[config.mk]
export PLATFORM = sky130hd
export DESIGN_NAME = rr_arb4_moore_flat
export DESIGN_NICKNAME = d
export VERILOG_FILES = /design/src/rtl/arb_pkg.sv /design/src/rtl/rr_arb4_moore_if.sv /design/src/rtl/rr_pick4.sv /design/src/rtl/rr_arb4_moore.sv /design/src/flat_wrapper.sv
export SDC_FILE = /design/constraint.sdc
export NUM_CORES = 1
export LEC_CHECK = 0
export CORE_MARGIN = 2
export CORE_UTILIZATION = 35
export CTS_BUF_LIST = sky130_fd_sc_hd__clkbuf_2 sky130_fd_sc_hd__clkbuf_4 sky130_fd_sc_hd__clkbuf_8
export DETAILED_ROUTE_END_ITERATION = 10
export GPL_TIMING_DRIVEN = 0
export MAX_ROUTING_LAYER = met4
export PLACE_DENSITY = 0.65
export SKIP_LAST_GASP = 1
export SLEW_MARGIN = 5
export SYNTH_ARGS = -nofsm -noshare
export SYNTH_HDL_FRONTEND = slang
export SYNTH_SLANG_ARGS = --single-unit
[constraint.sdc]
create_clock -name clk -period 1.5 [get_ports clk]
set_input_delay 0.15 -clock clk [delete_from_list [all_inputs] [get_ports clk]]
set_output_delay 0.15 -clock clk [all_outputs]
set_load 0.01 [all_outputs]
[src/rtl/arb_pkg.sv]
// Shared definitions for the four-requester round-robin arbiter.
//   MODE_IDLE / MODE_OWN : encodings of the arbiter mode register
//   N_REQ                : number of requesters
//   rr_pick()            : round-robin index pick starting after 'last'
//   onehot4()            : 2-bit index to 4-bit one-hot decode
package arb_pkg;

    localparam logic MODE_IDLE = 1'b0;
    localparam logic MODE_OWN  = 1'b1;

    localparam int unsigned N_REQ = 4;

    typedef enum logic {
        ModeIdle = MODE_IDLE,
        ModeOwn  = MODE_OWN
    } mode_e;

    // First set bit of vec searching last+1, last+2, last+3, last (mod 4).
    // Returns 'last' when vec is empty; callers qualify with |vec.
    function automatic logic [1:0] rr_pick(input logic [3:0] vec, input logic [1:0] last);
        logic [1:0] res;
        logic       found;
        logic [1:0] idx;
        res   = last;
        found = 1'b0;
        for (int i = 1; i <= 4; i++) begin
            idx = last + 2'(i);
            if (!found && vec[idx]) begin
                res   = idx;
                found = 1'b1;
            end
        end
        return res;
    endfunction

    function automatic logic [3:0] onehot4(input logic [1:0] idx);
        return 4'b0001 << idx;
    endfunction

endpackage

[src/rtl/rr_arb4_moore_if.sv]
// Requester-side bus of the round-robin arbiter.
//   req     : level request per requester
//   gnt     : one-hot grant, zero when idle
//   gnt_id  : index of current owner, 0 when idle
//   gnt_vld : some requester owns the resource
//   timeout : one-cycle pulse on a forced handoff
// Modports: master = requester side, slave = arbiter side.
interface rr_arb4_moore_if;

    logic [3:0] req;
    logic [3:0] gnt;
    logic [1:0] gnt_id;
    logic       gnt_vld;
    logic       timeout;

    modport master (
        output req,
        input  gnt,
        input  gnt_id,
        input  gnt_vld,
        input  timeout
    );

    modport slave (
        input  req,
        output gnt,
        output gnt_id,
        output gnt_vld,
        output timeout
    );

endinterface

[src/rtl/rr_pick4.sv]
// Combinational round-robin priority picker for four candidates.
//   cand : candidate vector
//   last : most recent owner; search starts at last+1
//   idx  : picked index (valid only when any is high)
//   any  : at least one candidate present
module rr_pick4
    import arb_pkg::*;
(
    input  logic [3:0] cand,
    input  logic [1:0] last,
    output logic [1:0] idx,
    output logic       any
);

    assign idx = rr_pick(cand, last);
    assign any = |cand;

endmodule

[src/rtl/rr_arb4_moore.sv]
// Four-requester round-robin arbiter, Moore FSM: grant outputs decode from
// registered state only, so there is no combinational req -> gnt path.
//   clk : clock, rising edge
//   rst : asynchronous active-high reset
//   bus : rr_arb4_moore_if.slave (req in; gnt, gnt_id, gnt_vld, timeout out)
// Optional build macro ARB_TIMEOUT_EN: forced handoff after MAX_HOLD
// consecutive grant cycles when another requester is waiting.
module rr_arb4_moore
    import arb_pkg::*;
#(
    parameter int unsigned MAX_HOLD = 8,
    parameter int unsigned CNT_W    = 4
) (
    input  logic           clk,
    input  logic           rst,
    rr_arb4_moore_if.slave bus
);

    if (MAX_HOLD < 2 || MAX_HOLD > (2 ** CNT_W) - 1) begin : g_bad_max_hold
        $error("MAX_HOLD out of range for CNT_W");
    end

`ifdef ARB_TIMEOUT_EN
    localparam logic [CNT_W-1:0] HoldSat = CNT_W'(MAX_HOLD);
`else
    localparam logic [CNT_W-1:0] HoldSat = '1;
`endif

    mode_e            mode_q, mode_d;
    logic [1:0]       owner_q, owner_d;
    logic [1:0]       last_q, last_d;
    logic [CNT_W-1:0] hold_q, hold_d;
    logic             timeout_d;

    logic [3:0] cand;
    logic [1:0] pick_idx;
    logic       pick_any;

    // While owning, the current owner is never a handoff candidate, so a
    // release-and-re-raise goes to the back of the round-robin order.
    assign cand = (mode_q == ModeOwn) ? (bus.req & ~onehot4(owner_q)) : bus.req;

    rr_pick4 u_pick (
        .cand (cand),
        .last (last_q),
        .idx  (pick_idx),
        .any  (pick_any)
    );

    always_comb begin
        mode_d    = mode_q;
        owner_d   = owner_q;
        last_d    = last_q;
        hold_d    = hold_q;
        timeout_d = 1'b0;
        unique case (mode_q)
            ModeIdle: begin
                if (pick_any) begin
                    mode_d  = ModeOwn;
                    owner_d = pick_idx;
                    last_d  = pick_idx;
                    hold_d  = CNT_W'(1);
                end
            end
            ModeOwn: begin
                if (!bus.req[owner_q]) begin
                    if (pick_any) begin
                        owner_d = pick_idx;
                        last_d  = pick_idx;
                        hold_d  = CNT_W'(1);
                    end else begin
                        mode_d = ModeIdle;
                    end
                end else begin
`ifdef ARB_TIMEOUT_EN
                    if (hold_q == HoldSat && pick_any) begin
                        owner_d   = pick_idx;
                        last_d    = pick_idx;
                        hold_d    = CNT_W'(1);
                        timeout_d = 1'b1;
                    end else
`endif
                    if (hold_q != HoldSat) begin
                        hold_d = hold_q + CNT_W'(1);
                    end
                end
            end
            default: mode_d = ModeIdle;
        endcase
    end

    always_ff @(posedge clk or posedge rst) begin
        if (rst) begin
            mode_q  <= ModeIdle;
            owner_q <= 2'd0;
            last_q  <= 2'd3;
            hold_q  <= '0;
        end else begin
            mode_q  <= mode_d;
            owner_q <= owner_d;
            last_q  <= last_d;
            hold_q  <= hold_d;
        end
    end

`ifdef ARB_TIMEOUT_EN
    logic timeout_q;

    always_ff @(posedge clk or posedge rst) begin
        if (rst) begin
            timeout_q <= 1'b0;
        end else begin
            timeout_q <= timeout_d;
        end
    end

    assign bus.timeout = timeout_q;
`else
    logic unused_timeout;
    assign unused_timeout = timeout_d;
    assign bus.timeout    = 1'b0;
`endif

    assign bus.gnt_vld = (mode_q == ModeOwn);
    assign bus.gnt     = (mode_q == ModeOwn) ? onehot4(owner_q) : 4'b0000;
    assign bus.gnt_id  = (mode_q == ModeOwn) ? owner_q : 2'd0;

endmodule

[src/flat_wrapper.sv]
// flat-port wrapper written by rule: the top's interface ports become plain ports
module rr_arb4_moore_flat import arb_pkg::*;
#(
    parameter int unsigned MAX_HOLD = 8,
    parameter int unsigned CNT_W    = 4
)
  (clk, rst, bus_req, bus_gnt, bus_gnt_id, bus_gnt_vld, bus_timeout);
  rr_arb4_moore_if bus_i ();
  input  logic clk;
  input  logic rst;
  input wire logic [$bits(bus_i.req)-1:0] bus_req;
  output wire logic [$bits(bus_i.gnt)-1:0] bus_gnt;
  output wire logic [$bits(bus_i.gnt_id)-1:0] bus_gnt_id;
  output wire logic [$bits(bus_i.gnt_vld)-1:0] bus_gnt_vld;
  output wire logic [$bits(bus_i.timeout)-1:0] bus_timeout;
  assign bus_i.req = bus_req;
  assign bus_gnt = bus_i.gnt;
  assign bus_gnt_id = bus_i.gnt_id;
  assign bus_gnt_vld = bus_i.gnt_vld;
  assign bus_timeout = bus_i.timeout;
  rr_arb4_moore #(.MAX_HOLD(MAX_HOLD), .CNT_W(CNT_W)) u_core (.clk(clk), .rst(rst), .bus(bus_i));
endmodule
# Word-level counts from Yosys, hierarchy flattened
# Index checks and enable logic that the tools add are counted.
word_totals:
  wordCells: 52
  in_bits: 6
  register_bits: 5
op_classes:
  n_eq_ne: 1
  bitwise_logic: 3
  n_reduce_logical: 7
  n_shift: 1
  muxes: 29
  n_addsub: 3
  n_lt_le_gt_ge: 5
ops:
  columns: ["op", "n"]
  rows:
  - ["$mux W2", 9]
  - ["$lt A2 B3 Y1 const B", 5]
  - ["$bmux W1 S2", 5]
  - ["$mux W1", 10]
  - ["$mux W4", 2]
  - ["$pmux W2 S2", 2]
  - ["$add A2 B2 Y2 const B", 2]
  - ["$and A4 B4 Y4", 1]
  - ["$not A4 Y4", 1]
  - ["$reduce_or A4 Y1", 1]
  - ["$shl A1 B2 Y4 const A", 1]
  - ["$logic_and A1 B1 Y1", 3]
  - ["$logic_not A1 Y1", 3]
  - ["$add A2 B1 Y2 const B", 1]
  - ["$ne A2 B2 Y1 const B", 1]
  - ["$pmux W1 S2", 1]
  - ["$not A1 Y1", 1]

# Longest topological paths before layout
logic_depth:
  depth_word: 19
  depth_mapped: 6
  ltp_nobuf: 5

# Hierarchy
# Synthesis repeated with hierarchy kept, for this count alone.
hier_totals:
  hier_cells: 50
  hier_area_um2: 419.2
by_module_without_submodules:
  columns: ["module", "area_each_um2", "cells_each", "seq_area_each_um2", "n_inst"]
  rows:
  - ["rr_arb4_moore", 346.6, 36, 127.6, 1]
  - ["rr_pick4", 72.6, 14, 0.0, 1]

# Worst setup path before layout
# Ideal clock, no wire load.
synth_timing:
  path_type: "register -> register"
  startpoint: "reg u_core.owner_q[1]"
  endpoint: "reg u_core.owner_q[0]"
  setup_slack_ns: -0.118
  arrival_ns: 1.485
  setup_time_ns: 0.133
  stages_incl_launch_ff: 6
  path_buffers: 0
  period_less_slack_ns: 1.618
  path_cell_list: "dfrtp_1 -> mux4_2 -> nand2_2 -> o21ai_4 -> a2111oi_4 -> a21oi_1"
synth_via:
  elab_chain_len: 19
  elab_cells_between_ends: 32
synth_rtl:
  columns: ["element", "line_no", "source"]
  rows:
  - ["from (decl)", "rr_arb4_moore.sv:30", "logic [1:0] owner_q, owner_d;"]
  - ["from (signal assigned)", "rr_arb4_moore.sv:100", "owner_q <= owner_d;"]
  - ["$shl A1 B2 Y4", "arb_pkg.sv:37", "return 4'b0001 << idx;"]
  - ["$not A4 Y4", "rr_arb4_moore.sv:41", "assign cand = (mode_q == ModeOwn) ? (bus.req & ~onehot4(owner_q)) : bus.req;"]
  - ["$and A4 B4 Y4", "rr_arb4_moore.sv:41", null]
  - ["$mux W4", "rr_arb4_moore.sv:41", null]
  - ["$bmux W1 S2", "arb_pkg.sv:28", "if (!found && vec[idx]) begin"]
  - ["$mux W1 (not written as such)", "arb_pkg.sv:28", null]
  - ["$mux W1", "arb_pkg.sv:28", null]
  - ["$logic_not A1 Y1", "arb_pkg.sv:28", null]
  - ["[... 3 more ...]", null, null]
  - ["$logic_and A1 B1 Y1", "arb_pkg.sv:28", null]
  - ["$mux W1", "arb_pkg.sv:28", null]
  - ["$logic_not A1 Y1", "arb_pkg.sv:28", null]
  - ["$logic_and A1 B1 Y1", "arb_pkg.sv:28", null]
  - ["$mux W2", "arb_pkg.sv:28", null]
  - ["$mux W2", "rr_arb4_moore.sv:58, rr_arb4_moore.sv:67", null]
  - ["$mux W2", "rr_arb4_moore.sv:66", "if (!bus.req[owner_q]) begin"]
  - ["$pmux W2 S2", "rr_arb4_moore.sv:56", "unique case (mode_q)"]
# Parallel ways exist; a longest one is shown, timed or not. The select of a mux whose other input is x is not followed.
# A chain may end at the register's enable or synchronous reset.

# Worst setup path after layout
layout_timing:
  startpoint: "reg u_core.owner_q[1]"
  endpoint: "reg u_core.owner_q[1]"
# Same word-level chain as after synthesis.

==> impl_results.md <==
- Slowest-stage cell, CP: mux4_2
- Synthesized area per cell: between 8 and 9 sq um
- Final min period: around 1.6 ns
- Warnings, synthesis: 0
- Worst setup path class: reg2reg
- Area post-placement: 596 sq um
- Routed len/inst: between 10 and 15 microns
- Vias/cell: around 5.0
- Leakage: between 0.3 and 0.4 nW
- Top post-synthesis cells by area: dfrtp_1 16%, dfstp_2 12%, inv_1 6.6%
- Clock share of power: 11.5%
- ANT cells: 0
- Flop pwr share: between 20% and 30%
- TritonCTS clock tree: done
- Flops & latches, synth: 5
- Hold Path Class: in2async
- Asr flop ratio synth: 100%
- Worst vdd ir: between 1 and 1.5 mV
- Initial Utilization: between 30% and 40%
- Max Freq: approximately 630 MHz
- Clock-pin slew on the worst setup and hold paths: 0.04 ns
- Final instance area: between 600 and 700 sq um
- Clk_skew: 0.000329 ns
- Net Sw Frac: about two fifths
- Routed Antenna Nets: 0
- Hpwl dp: about 670 microns
- Number of enable flip-flop cells after synthesis: 0
- DRC violations left: 0
- Via Count: 440
- I/O Buffers: 12
- Clk Latency, worst-skew pair: 0.24 ns
- Initial antenna violation count: 0
- Post-Synthesis Cells: 51
- Hold Buf Count CTS: 0
- Core area: 1160 sq um
- Pin count of the biggest net entering global routing: 10
- Global-route wire length before repair: 1750 microns
- Initial DRC count: 2
- RSZ-0062 raised after global routing: yes
- Longest Clk Path Bufs: 2
- WP data required: 1.67 ns
- # IOs: 14
- Die W: about 40 microns
- Area growth, synth to finish: 48.4%
- DRT Wirelength: about 1000 microns
- Failing checks: negative setup slack
- Gate power share: 68.3%
- Yosys cell types: 27
- Most frequent cell after synthesis: inv_1
- TNS Setup: -0.275 ns
- Placed cell count: between 70 and 80
- Top cell type's share of synthesized area: 16.5%
- Startpoint Class: flip-flop
- Top_reg_cell synth: dfrtp_1
- Number of global-route vias before repair: around 410
- Nets: slightly above 80
- Fin crit share: 106%
- Status: finished, violations left
- Die Y: 40.1 microns
- CP Data Arrival Time: between 1.5 and 2 ns
- CP startpoint: u_core.owner_q[1]$_DFFE_PP0P_
- PwrDens: ~2200 nW/um^2
- CP peak stage delay: around 0.53 ns
- Tot GR Track Use: 16.9%
- Hold Fails Final Rpt: 0
- TritonCTS Buffers: 3
- Int Power: 0.864 mW
- Post-synth top area cell: dfrtp_1
- Setup Viol. Count Final: 4
- Layout cells sized above 1: between 30% and 40%
- Crit-path max FO: 7
- Final core utilization: between 50% and 60%
- Remaining Overflow, GRT: 0
- Drt pass-1 iters: 4
- Synthesized area: 455 sq um
- Row count: 12
- Final Worst Setup Slack: -0.0837 ns
- Routability Congestion: ~0.71
- Syn_nets: 57
- Top cells by count, synth: 8 x inv_1, 5 x a21oi_1, 5 x nand3_1, 3 x dfrtp_1, 3 x nor2_1
- Maxcap violations: 0
- Clock sink count: 5
- Worst Setup End Kind: flip-flop
- Seq/Total Area, Yosys: 28.0%
- Clock Tree Root: clkbuf_4
- Non-Filler Instances: 88
- Htree depth: 1
- Switching pwr: 0.619 mW
- FF-to-FF Start: u_core.owner_q[1]$_DFFE_PP0P_
- Pre-CTS WS: -0.313 ns
- Max Slew Vio Count: 0
- Die ar.: 1610 sq um
- Critical-path cell list: mux4_2, nand2_2, o21ai_4, a311oi_2, a21o_1
==> final cells by class <==
cell class	count	area (sq um)
Timing Repair Buffer	19	165
Buffer	2	15.0
Clock buffer	4	30.0
Fill cell	110	480
Inverter	8	30.0
Tap cell	14	17.5
Multi-Input combinational cell	36	288
Sequential cell	5	130
==> stage by stage <==
| step | power, mW | hold slack (ns) |
|---|---|---|
| final | 1.48 | 0.0971 |
| after global routing | 1.62 | 0.128 |
| after CTS | 1.45 | 0.0935 |
| after detailed placement | 1.22 | 0.354 |
| after global placement | 1.23 | 0.355 |
| after floorplan | 0.930 | -0.0731 |
==> power by group through the flow <==
stage / logic (mW) / clock network (mW) / registers, mW
2_1_floorplan: 0.639 / 0 / 0.290
3_3_place_gp: 0.922 / 0 / 0.307
3_5_place_dp: 0.917 / 0 / 0.302
4_1_cts: 0.978 / 0.180 / 0.296
5_1_grt: 1.11 / 0.199 / 0.307
6_report: 1.01 / 0.170 / 0.299
==> flip-flops by register name, indices dropped and copies added (netlist names) <==
| signal | cells |
|---|---|
| u_core.last_q | 2 |
| u_core.owner_q | 2 |
| u_core.bus.gnt_vld | 1 |
==> worst max-delay path, delay by kind of cell (launching register included) <==
family,cells,cell delay (ns)
compound gates,3,0.46
flops,1,0.42
mux,1,0.53
simple gates,1,0.11
==> cells in the final DEF (no fill, tap or decap) <==
cell type	netlist	layout
nand3_2	0	1
dfrtp_1	3	1
nand2_1	2	2
o21ai_1	1	1
nand3b_1	1	1
a21oi_1	5	5
nand2_2	1	1
nor2b_1	1	1
inv_1	8	8
clkdlybuf4s50_1	0	6
a21oi_2	1	1
o21ai_0	1	1
mux2i_1	2	2
o21ai_4	1	1
nor2_1	3	3
dfstp_2	2	2
and2_1	1	1
a21o_1	2	2
mux4_2	1	1
buf_4	2	9
dlygate4sd2_1	0	4
nand3_1	5	4
clkbuf_2	0	1
a2111oi_4	1	1
and3b_1	1	1
a31oi_2	1	1
dlymetal6s2s_1	0	1
clkbuf_4	0	4
and2_2	1	1
a311oi_2	1	1
conb_1	1	1
nor3b_2	1	1
o211ai_1	1	1
dfrtp_2	0	2
==> final timing paths <==
| check | endpoint | slack, ns | cells past startpoint |
|---|---|---|---|
| setup / recovery | u_core.owner_q[1]$_DFFE_PP0P_ | -0.08 | 5 |
| hold / removal | u_core.owner_q[0]$_DFFE_PP0P_ | 0.1 | 2 |
| setup reg to reg | u_core.owner_q[1]$_DFFE_PP0P_ | -0.08 | 5 |
| hold reg to reg | u_core.last_q[1]$_DFFE_PP1P_ | 0.54 | 1 |
| max in group asynchronous | u_core.last_q[0]$_DFFE_PP1P_ | 1.17 | 2 |
| min in group clk | u_core.last_q[1]$_DFFE_PP1P_ | 0.54 | 1 |
==> repair_timing <==
action,in CTS,in global routing
pin swaps,0,0
setup buffers,5,2
endpoints found under the hold margin,0,0
endpoints found under the setup margin,10,6
gates resized for setup,6,3
==> cell families after synthesis <==
kind of cell | count (synthesis) | synth area share, %
AND/OR/NAND/NOR | 17 | 21.7
AO/OA/AOI/OAI | 15 | 30.2
buffers and inverters | 10 | 9.89
flip-flops | 5 | 28.0
multiplexers | 3 | 9.34
other | 1 | 0.823
==> layer usage <==
layer  vias to the layer above  routed length (microns)  GRT usage, %
li1                        223                        -             -
met1                       199                      459          20.7
met3                         2                       62          3.33
met5                         -                        0             -
met2                        16                      478          25.4
met4                         0                       15          10.3
Power figures use the tool's default switching activity.
